--- src/rtl/anaio_sw_seq.sv ---
// anaio_sw_seq: break-before-make sequencer for the analog pad switch matrix (clk/rst, req_* handshake in; sw_en/dis_en/busy/conn/conn_ch/err out)
module anaio_sw_seq #(
  parameter int NCH = 4,
  parameter int BREAK_CYC = 8,
  parameter int SETTLE_CYC = 32,
  parameter int CW = 6
) (
  input  logic           clk,
  input  logic           rst,
  input  logic           req_valid,
  output logic           req_ready,
  input  logic [2:0]     req_ch,
  input  logic           req_off,
  output logic [NCH-1:0] sw_en,
  output logic           dis_en,
  output logic           busy,
  output logic           conn,
  output logic [2:0]     conn_ch,
  output logic           err
);
  typedef enum logic [1:0] {IDLE, BRK, SETTLE, CONN} state_t;
  localparam logic [CW-1:0] BRK_LD = CW'(BREAK_CYC - 1);
  localparam logic [CW-1:0] STL_LD = CW'(SETTLE_CYC - 1);
  localparam logic [3:0] NCH4 = 4'(NCH);
  state_t state;
  logic [CW-1:0] cnt;
  logic [2:0] tgt;
  logic tgt_off, accept, bad;
  assign req_ready = state == IDLE || state == CONN;
  assign accept = req_valid && req_ready;
  assign bad = !req_off && {1'b0, req_ch} >= NCH4;
  always_ff @(posedge clk) begin
    if (rst) begin
      state <= IDLE;
      cnt <= '0;
      tgt <= '0;
      tgt_off <= 1'b0;
      sw_en <= '0;
      dis_en <= 1'b0;
      busy <= 1'b0;
      conn <= 1'b0;
      conn_ch <= '0;
      err <= 1'b0;
    end else if (accept) begin
      state <= BRK;
      cnt <= BRK_LD;
      tgt <= req_ch;
      tgt_off <= req_off || bad;
      err <= err || bad;
      sw_en <= '0;
      dis_en <= 1'b1;
      busy <= 1'b1;
      conn <= 1'b0;
    end else begin
      unique case (state)
        BRK: begin
          if (cnt == '0) begin
            state <= tgt_off ? IDLE : SETTLE;
            cnt <= tgt_off ? '0 : STL_LD;
            sw_en <= tgt_off ? '0 : NCH'(1) << tgt;
            dis_en <= 1'b0;
            busy <= !tgt_off;
          end else cnt <= cnt - 1'b1;
        end
        SETTLE: begin
          if (cnt == '0) begin
            state <= CONN;
            conn <= 1'b1;
            conn_ch <= tgt;
            busy <= 1'b0;
          end else cnt <= cnt - 1'b1;
        end
        default: ;
      endcase
    end
  end
endmodule
--- config.mk ---
export PLATFORM = sky130hd
export DESIGN_NAME = anaio_sw_seq
export DESIGN_NICKNAME = d
export VERILOG_FILES = /design/src/rtl/anaio_sw_seq.sv
export SDC_FILE = /design/constraint.sdc
export NUM_CORES = 1
export LEC_CHECK = 0
export ABC_CLOCK_PERIOD_IN_PS = 2300
export CORE_MARGIN = 5
export CORE_UTILIZATION = 50
export CTS_BUF_LIST = sky130_fd_sc_hd__clkbuf_16
export CTS_CLUSTER_SIZE = 16
export DETAILED_ROUTE_END_ITERATION = 10
export GPL_ROUTABILITY_DRIVEN = 1
export MAX_ROUTING_LAYER = met4
export PLACE_DENSITY = 0.82
export SLEW_MARGIN = 20
export SYNTH_ARGS = -nofsm -noshare
export SYNTH_HDL_FRONTEND = slang
export SYNTH_SLANG_ARGS = --single-unit
--- constraint.sdc ---
create_clock -name clk -period 2.3 [get_ports clk]
set_clock_uncertainty 0.05 [all_clocks]
set_input_delay 0.23 -clock clk [delete_from_list [all_inputs] [get_ports clk]]
set_output_delay 0.23 -clock clk [all_outputs]
set_load 0.005 [all_outputs]
# Word-level counts from Yosys, hierarchy flattened
# Index checks and enable logic that the tools add are counted.
[classes]
addsub = 1
shifts = 1
muxes = 17
bitwise = 1
n_lt_le_gt_ge = 1
n_eq_ne = 9
reduce_logical = 22
[op_table]
columns = ["operator", "count"]
rows = [
  ["two-way mux 6 bit", 2],
  ["case mux 6 bit (2 select lines)", 1],
  ["AND reduction 2 bit", 5],
  ["!= test 3 bit (second input constant)", 3],
  ["AND reduction 3 bit", 3],
  ["logical NOT 6 bit", 1],
  ["two-way mux 1 bit", 6],
  ["two-way mux 2 bit", 3],
  ["!= test 2 bit (second input constant)", 3],
  ["nonzero test 2 bit", 3],
  ["subtractor 6 x 1 -> 6 bit (second input constant)", 1],
  ["two-way mux 5 bit", 1],
  ["== test 2 bit (second input constant)", 2],
  ["two-way mux 4 bit", 1],
  ["case mux 2 bit (2 select lines)", 1],
  ["<< shifter 1 x 3 -> 4 bit (first input constant)", 1],
  ["greater-or-equal comparator 3 bit (second input constant)", 1],
  ["logical OR 1 bit", 3],
  ["two-way mux 3 bit", 1],
  ["nonzero test 3 bit", 1],
  ["== test 2 x 1 -> 1 bit (second input constant)", 1],
  ["logical AND 1 bit", 2],
  ["logical NOT 1 bit", 2],
  ["logical NOT 2 bit", 1],
  ["3 further kinds", 3],
]
[word_totals]
out_inout_bits = 12
reg_bits = 23

# Longest topological paths before layout
# Gate-level depths: netlist (run 1).
[depth]
ltp_word = 5
ltp_mapped = 7
mapped_depth_nobuf = 6

# Worst setup path before layout (run 1)
# No wires, ideal clock.
[synth_path]
path_type = "register to register"
from = "register state[0]"
to = "register cnt[4]"
required_ns = 2.164
stages_incl_launch_ff = 7
path_buffers = 0
slack_ns = 0.621
synth_period_minus_slack_ns = 1.679
arrival_time_ns = 1.544
path_cell_list = "dfxtp_1 -> inv_1 -> ha_1 -> nand2_1 -> or2b_2 -> a41o_1 -> a211oi_1"
[synth_between]
elab_chain_cells = 4
[synth_rtl]
columns = ["element", "line", "text"]
rows = [
  ["from (decl)", "25", "state_t state;"],
  ["from (signal assigned)", "58", "state <= tgt_off ? IDLE : SETTLE;"],
  ["== test 2 bit / logical NOT 2 bit (equally long branches)", "29", "assign req_ready = state == IDLE || state == CONN;"],
  ["logical OR 1 bit (*)", "29", ""],
  ["via req_ready", "11", "output logic req_ready,"],
  ["logical AND 1 bit (*)", "30", "assign accept = req_valid && req_ready;"],
  ["OR reduction 2 bit (no line) (*)", "n/a", ""],
  ["to (signal assigned)", "59", "cnt <= tgt_off ? '0 : STL_LD;"],
  ["to (signal assigned)", "63", "end else cnt <= cnt - 1'b1;"],
  ["to (signal assigned)", "71", "end else cnt <= cnt - 1'b1;"],
  ["to (decl)", "26", "logic [CW-1:0] cnt;"],
]
# Mark *: on every way through the listed nets, which the timed path passes. The rest lies on a longest branch.
# A chain may end at the register's enable or synchronous reset.

# Worst setup path after layout (run 1)
[layout_path]
from = "register state[0]"
to = "register cnt[4]"
[layout_between]
elab_chain_cells = 4
[layout_rtl]
columns = ["element", "line"]
rows = [
  ["== test 2 bit / logical NOT 2 bit (equally long branches)", "29"],
  ["logical OR 1 bit", "29"],
  ["logical AND 1 bit", "30"],
  ["OR reduction 2 bit (no line)", "n/a"],
]
# Parallel ways exist; a longest one is shown, timed or not.

==> results of run 1 <==
==> through the flow <==
step	area, µm²	hold WS, ps	power, µW
after floorplan	1060	249	661
after global placement	1260	390	733
after detailed placement	1260	400	743
after CTS	1340	408	1120
after global routing	1340	422	1180
final	1340	404	1110
==> kinds of logic after synthesis <==
logic type | Yosys count | synth area share, %
AOI/OAI and AO/OA | 25 | 14.3
adders and majority gates | 4 | 4.73
buffers and inverters | 12 | 4.96
DFF | 23 | 43.5
muxes | 5 | 4.73
and+or+nand+nor | 54 | 27.8
==> cell type report <==
cell class                      instances  area (µm²)
Tap cell                               27        33.8
Sequential cell                        23         460
Clock inverter                          1        5.00
Timing Repair Buffer                   19         188
Multi-Input combinational cell         88         546
Fill cell                             158         644
Clock buffer                            3        75.1
Inverter                                8        30.0
==> final timing paths <==
| kind | to | cells past startpoint |
|---|---|---|
| min | sw_en[1] | 2 |
| max | cnt[4] | 6 |
| max reg2reg | cnt[4] | 6 |
| min reg2reg | sw_en[1] | 2 |
==> cells in the final DEF, fill, tap and decap left out, types with 2 or more instances in the layout <==
cell             instances
or3_1                    3
or4b_1                   2
o21ai_0                  2
nor3_1                   4
a21oi_1                 13
inv_1                    8
nand2_1                 16
dfxtp_1                 23
or3_2                    2
nor2_1                  14
clkbuf_16                3
clkdlybuf4s50_1         18
a211oi_1                 3
ha_1                     4
a31oi_1                  3
mux2i_1                  5
==> where the power goes <==
group / switching (µW) / internal (µW) / leakage [µW]
clock network: 144 / 234 / 0.0000409
logic: 146 / 120 / 0.000264
registers: 37.0 / 434 / 0.000188
==> flip-flops by register name, summed over array words and instances (netlist names), 2 cells and up <==
register and count:
state 2, conn_ch 3, cnt 6, tgt 3, sw_en 4
==> critical path: stages, from the launching register on <==
cell and delay [ps]:
dfxtp_1 360, inv_1 60, ha_1 320, nand2_1 210, or2b_2 410, a41o_1 280
a211oi_1 170
==> metal layers <==
layer	part of all wire, %	vias to the layer above
met5	0	-
li1	-	469
met2	50	17
met3	4.2	5
met1	44	446
met4	1.4	0
==> flow_summary.yaml, run 1 <==
run_status:
  outcome: "completed"
grt:
  grtUsageTotal_pct: 16.1
  antenna_found_initial: 0
  met2_usage_pct: 28.4
  grt_pass1_vias: 909
  grt_use_met3_pct: 3.48
  grt_pass1_wl_mm: 3.95
  grt_overflow: 0
  grt_max_degree: 15
  grt-busiest-layer: "met2"
  gr-usage-met1_pct: 17.7
sta:
  min_period_ps: 1940
  hold_viol: 0
  max_freq_ghz: 0.514
  finalSetupViolations: 0
  rsz0062_at_grt: "no"
  finalCritPeriodShare_pct: 84.5
  finalMaxSlewViolations: 0
  fin_setup_tns_ps: 0
  worst_pin_slew_ps: 375
  max-slew-margin-rel_pct: 74.3
  setup_ws_ps: 356
worst_setup_path:
  timing.critical_path.required_ps: 2420
  r2r_start: "state[0]"
  r2r_setup_slack_ps: 360
  worst_setup_path_end_kind: "flip-flop"
  cp_max_fo: 7
  arrival_ps: 2060
  critPathLaunchType: "flip-flop"
  critPathKind: "flip-flop to flip-flop"
  cp-startpoint: "state[0]"
routing:
  drt-pass1-iter-count: 4
  vias_per_cell: 5.54
  ant_nets: 0
  drt_iter0_drc: 11
  route.detailed.drc: 0
  num_vias: 937
  wl_per_cell_um: 14.0
  routed_wl_mm: 2.37
synthesis:
  ys_async_sr_fraction_pct: 0
  yosysUniqueCellTypes: 33
  avgSynthCellArea_um2: 8.61
  yosysSeqAreaShare_pct: 43.5
  ys_ff_latch: 23
  yosysTopAreaCell: "dfxtp_1"
  synthTopCellsByArea: "dfxtp_1 (43%), a21oi_1 (6.1%), nand2_1 (5.7%), nor2_1 (5.0%), ha_1 (4.7%)"
  synth.top_cells.by_count: "dfxtp_1 (23), nand2_1 (16), nor2_1 (14)"
  syn_nets: 134
  syn-cell-area_mm2: 0.00106
  synth_ff_type: "dfxtp_1"
  yosysMostFrequentCell: "dfxtp_1"
  synth_edf_count: 0
  syn_inst: 123
  synth_warnings: 0
  synth_top_area_share_pct: 43.5
job:
  maxCapViolCount: 0
placed_design:
  place.gp.congestion: 0.866
  pre_cts_slack_ps: 377
  numPlacedInstances: 165
  dp_hpwl_mm: 1.75
  port_buffers: 18
pwr:
  peakVddDrop_mv: 0.549
  leakage_uw: 0.000493
  cellPowerDensity_mw_per_mm2: 833
die:
  die_h_um: 56.0
  ios: 19
  initial_utilization_pct: 53.4
  core_area_mm2: 0.00198
  die_w_um: 56.0
  placementRows: 16
  die_area_mm2: 0.00314
cts:
  cts.htree.levels: 1
  clockBufferDepth: 2
  clkLatencyLatePin_ps: 260
  clock-sinks: 23
  cts.clk_slew.worst_paths_ps: 60
  cts_setup_buffers: 0
  tritoncts: "built"
  ctsRootBufferMaster: "clkbuf_16"
  cts_resized: 0
  cts_hold_buf: 0
  cts_buffers: 3
hold_path:
  hp-start: "sw_en[1]"
  hold_path.class: "flip-flop to flip-flop"
cells_and_area:
  drive_gt1_share_pct: 10.6
  n_antenna_cell: 0
  syn2layout_area_growth_pct: 26.4
  fin_util_pct: 67.5
  layout.nets: 154
  fin_cells: 169
No activity file was read; power rests on OpenSTA's default activity.
==> run 2: changes to the inputs <==
--- a/config.mk
+++ b/config.mk
@@ -5,7 +5,7 @@
 export SDC_FILE = /design/constraint.sdc
 export NUM_CORES = 1
 export LEC_CHECK = 0
-export ABC_CLOCK_PERIOD_IN_PS = 2300
+export ABC_CLOCK_PERIOD_IN_PS = 1900
 export CORE_MARGIN = 5
 export CORE_UTILIZATION = 50
 export CTS_BUF_LIST = sky130_fd_sc_hd__clkbuf_16
==> constraint.sdc (replaced) <==
create_clock -name clk -period 1.9 [get_ports clk]
set_clock_uncertainty 0.05 [all_clocks]
set_input_delay 0.19 -clock clk [delete_from_list [all_inputs] [get_ports clk]]
set_output_delay 0.19 -clock clk [all_outputs]
set_load 0.005 [all_outputs]
==> flow_summary.yaml, run 2 (synthesized netlist as in run 1, its figures left out) <==
run_status:
  outcome: "completed"
cells_and_area:
  reg_top3: "cnt x6, sw_en x4"
  regMostFlops: "cnt"
  n_antenna_cell: 0
  fin_cells: 171
  drive_gt1_share_pct: 13.2
  final_common_cell: "dfxtp_1"
  layout.nets: 156
  syn2layout_area_growth_pct: 28.7
  final_cell_mix: "dfxtp_1 (23), clkdlybuf4s50_1 (18), nand2_1 (16)"
  largest_reg_flops: 6
pwr:
  cellPowerDensity_mw_per_mm2: 1010
  leakage_uw: 0.000501
  peakVddDrop_mv: 0.691
cts:
  cts.clk_slew.worst_paths_ps: 60
  clkLatencyLatePin_ps: 260
  cts_setup_buffers: 0
  clockBufferDepth: 2
  cts.htree.levels: 1
  cts_resized: 0
  ctsRootBufferMaster: "clkbuf_16"
  clock-sinks: 23
  cts_buffers: 3
  tritoncts: "built"
  cts_hold_buf: 0
job:
  maxCapViolCount: 0
sta:
  rsz0062_at_grt: "no"
  fin_setup_tns_ps: 0
  max_freq_ghz: 0.562
  worst_pin_slew_ps: 397
  min_period_ps: 1780
  finalSetupViolations: 0
  hold_viol: 0
  finalMaxSlewViolations: 0
  max-slew-margin-rel_pct: 73.3
  finalCritPeriodShare_pct: 93.6
grt:
  grt_pass1_vias: 925
  grtUsageTotal_pct: 17.3
  grt_pass1_wl_mm: 4.22
  grt_overflow: 0
  grt_max_degree: 15
  antenna_found_initial: 0
routing:
  route.detailed.drc: 0
  routed-wl-met2_mm: 1.24
  drt-pass1-iter-count: 4
  met1Wirelength_mm: 1.13
  drt_iter0_drc: 25
  wl_per_cell_um: 14.6
  routed_wl_mm: 2.50
  wl_met3_um: 86
  ant_nets: 0
  top_layer: "met4"
  num_vias: 948
  vias_per_cell: 5.54
die:
  ios: 19
  placementRows: 16
  core_area_mm2: 0.00198
  die_area_mm2: 0.00314
  initial_utilization_pct: 53.4
  die_w_um: 56.0
  die_h_um: 56.0
worst_setup_path:
  worstPathCellList: "inv_1 -> ha_1 -> nand2_1 -> or2b_2 -> a41o_1 -> a211oi_1"
  critPathSlowestCell: "dfxtp_1"
  arrival_ps: 1900
  timing.critical_path.required_ps: 2030
  critPathKind: "flip-flop to flip-flop"
  slowest_delay_ps: 360
  critPathLaunchType: "flip-flop"
  worst_setup_path_end_kind: "flip-flop"
  cp_max_fo: 6
placed_design:
  place.gp.congestion: 0.922
  dp_hpwl_mm: 1.82
  numPlacedInstances: 167
  port_buffers: 18
hold_path:
  hold_path.class: "flip-flop to flip-flop"
==> run 2: changes by cell type in the layout (fill, tap and decap cells not counted) <==
cell | before | now
buf_4 | 1 | 3
ha_1 | 4 | 3
nand3_2 | 1 | 0
nand3_4 | 0 | 1
ha_2 | 0 | 1
inv_2 | 0 | 1
inv_1 | 8 | 7
==> run 2: layer usage <==
metal / up-vias / track usage [%]
met1: 443 / 20.5
met5: - / -
met2: 25 / 28.7
met3: 7 / 3.25
li1: 473 / -
met4: 0 / 6.78
==> run 2: final cells by class <==
type / instances / area [µm²]
Tap cell: 27 / 33.8
Clock inverter: 1 / 5.00
Fill cell: 155 / 619
Timing Repair Buffer: 21 / 203
Sequential cell: 23 / 460
Inverter: 8 / 30.0
Clock buffer: 3 / 75.1
Multi-Input combinational cell: 88 / 556
==> run 2: through the flow <==
stage / cell area, µm² / total power [µW] / utilization, % / hold WS, ps / setup slack [ps]
after global placement: 1270 / 905 / 64.2 / 390 / 148
after global routing: 1360 / 1450 / 68.8 / 429 / 40.8
final: 1360 / 1380 / 68.8 / 403 / 122
after CTS: 1350 / 1370 / 68.2 / 406 / 45.2
after detailed placement: 1270 / 917 / 64.2 / 397 / 95.7
after floorplan: 1060 / 800 / - / 209 / 221
==> run 2: worst paths after layout <==
check,startpoint,cells after the start,slack (ps),to
hold reg to reg,busy,2,400,busy
setup reg to reg,state[0],6,120,cnt[4]
hold / removal,busy,2,400,busy
setup / recovery,state[0],6,120,cnt[4]
==> run 2: power breakdown <==
| group | switching (µW) | internal (µW) | leakage (µW) |
|---|---|---|---|
| clock network | 170 | 283 | 0.0000409 |
| registers | 44.6 | 526 | 0.000188 |
| logic | 194 | 161 | 0.000272 |
==> run 2: worst max-delay path, delay by kind of cell, from the launching register on <==
kind / cells / cell delay, ps
compound gates: 2 / 410
fa+ha+maj: 1 / 310
buf+inv: 1 / 50
flops: 1 / 360
simple gates: 2 / 520
==> run 3: changes to the inputs <==
--- a/config.mk
+++ b/config.mk
@@ -6,8 +6,10 @@
 export NUM_CORES = 1
 export LEC_CHECK = 0
 export ABC_CLOCK_PERIOD_IN_PS = 1900
+export CELL_PAD_IN_SITES_DETAIL_PLACEMENT = 1
+export CELL_PAD_IN_SITES_GLOBAL_PLACEMENT = 2
 export CORE_MARGIN = 5
-export CORE_UTILIZATION = 50
+export CORE_UTILIZATION = 30
 export CTS_BUF_LIST = sky130_fd_sc_hd__clkbuf_16
 export CTS_CLUSTER_SIZE = 16
 export DETAILED_ROUTE_END_ITERATION = 10
==> flow_summary.yaml, run 3 (synthesized netlist as in run 1, its figures left out) <==
run_status:
  outcome: "completed"
grt:
  grt_max_degree: 15
  antenna_found_initial: 0
  grt_pass1_wl_mm: 4.85
  grt_pass1_vias: 1013
  grt_overflow: 0
  grtUsageTotal_pct: 12.8
die:
  ios: 19
  core_area_mm2: 0.00339
  die_area_mm2: 0.00482
  placementRows: 21
  die_h_um: 69.4
  initial_utilization_pct: 31.2
  die_w_um: 69.4
sta:
  max-slew-margin-rel_pct: 68.4
  rsz0062_at_grt: "no"
  hold_viol: 0
  max_freq_ghz: 0.562
  min_period_ps: 1780
  finalMaxSlewViolations: 0
  setup_ws_ps: 121
  fin_setup_tns_ps: 0
  worst_pin_slew_ps: 470
  finalSetupViolations: 0
  holdWs_ps: 399
  finalCritPeriodShare_pct: 93.6
worst_setup_path:
  critPathTopFamily: "simple AND/OR/NAND/NOR gates"
  worstPathCellList: "inv_1 -> ha_1 -> and2b_4 -> and2_2 -> a2111oi_0 -> nor3_1"
  slowest_delay_ps: 440
  critPathKind: "flip-flop to flip-flop"
  arrival_ps: 1860
  cp.depth: 6
  r2r_setup_slack_ps: 120
  timing.critical_path.required_ps: 1980
  critPathLaunchType: "flip-flop"
  critPathSlowestCell: "a2111oi_0"
  r2r-end: "cnt[0]"
  reg2reg_depth: 6
  r2r_start: "cnt[0]"
  cp_max_fo: 8
  crit_buf_inv: 1
  worst_setup_path_end_kind: "flip-flop"
pwr:
  leakage_uw: 0.000506
  peakVddDrop_mv: 0.348
  cellPowerDensity_mw_per_mm2: 1000
placed_design:
  pre_cts_slack_ps: 22.0
  dp_hpwl_mm: 2.13
  place.gp.congestion: 0.804
  port_buffers: 18
routing:
  drt_iter0_drc: 25
  vias_per_cell: 4.98
  route.detailed.drc: 0
  wl_per_cell_um: 14.6
  routed_wl_mm: 2.77
  num_vias: 946
  drt-pass1-iter-count: 4
  ant_nets: 0
hold_path:
  hold_depth: 2
  whs_endpoint: "sw_en[3]"
  hp-start: "sw_en[3]"
  hold_path.class: "flip-flop to flip-flop"
cts:
  clkLatencyLatePin_ps: 260
  clock-sinks: 23
  ctsRootBufferMaster: "clkbuf_16"
  cts.clk_slew.worst_paths_ps: 60
  cts_buffers: 3
  cts_hold_buf: 0
  cts_setup_buffers: 0
  cts.htree.levels: 1
  tritoncts: "built"
  clockBufferDepth: 2
  cts_resized: 1
cells_and_area:
  layout.nets: 156
  final_common_cell: "dfxtp_1"
  largest_reg_flops: 6
  drive_gt1_share_pct: 13.2
  final_cell_mix: "dfxtp_1 (22), clkdlybuf4s50_1 (18), nand2_1 (15)"
  reg_top3: "cnt x6, sw_en x4"
  regMostFlops: "cnt"
  n_antenna_cell: 0
  syn2layout_area_growth_pct: 31.6
job:
  maxCapViolCount: 0
-- run 3: cell counts in the layout (fill, tap and decap cells not counted) --
No cell type changed its count.
-- run 3: area by class of cell --
type                            instances  area [µm²]
Clock buffer                            3        75.1
Inverter                                8        30.0
Clock inverter                          1        5.00
Tap cell                               46        57.6
Timing Repair Buffer                   21         203
Sequential cell                        23         462
Multi-Input combinational cell         88         561
Fill cell                             400        2000
-- run 3: stage by stage --
step | cell area [µm²] | instances | util, % | total power [µW]
global placement | 1300 | 186 | 38.2 | 917
detailed placement | 1300 | 186 | 38.2 | 926
global route | 1390 | 190 | 41.1 | 1470
CTS | 1380 | 190 | 40.7 | 1400
finish | 1390 | 190 | 41.1 | 1400
floorplan | 1060 | 123 | - | 800
-- run 3: worst register-to-register path: cells and delay by family, from the launching register on --
family          cells  cell delay (ps)
compound gates      1              440
simple gates        3              500
flops               1              350
fa+ha+maj           1              220
buf+inv             1               90
-- run 3: how the worst max path moves through the flow --
stage                        start  endpoint  slack [ps]
final                       cnt[0]    cnt[0]         120
after global routing      state[0]    cnt[4]           5
after CTS                 state[0]    cnt[4]          60
after detailed placement  state[0]    cnt[4]          20
after global placement    state[0]    cnt[4]          80
after floorplan           state[0]    cnt[4]         220
-- run 3: power breakdown --
part	internal [µW]	total (µW)	switching [µW]
Combinational	161	360	198
Clock	283	465	182
Sequential	526	573	47.1
-- run 3: layer usage --
layer	part of all wire, %	wire length [µm]	up-vias	track usage [%]
met5	0	0	-	-
met4	2.1	59	0	5.86
met3	2.6	71	5	1.74
met2	50	1390	16	21.5
met1	45	1250	454	15.0
li1	-	-	471	-
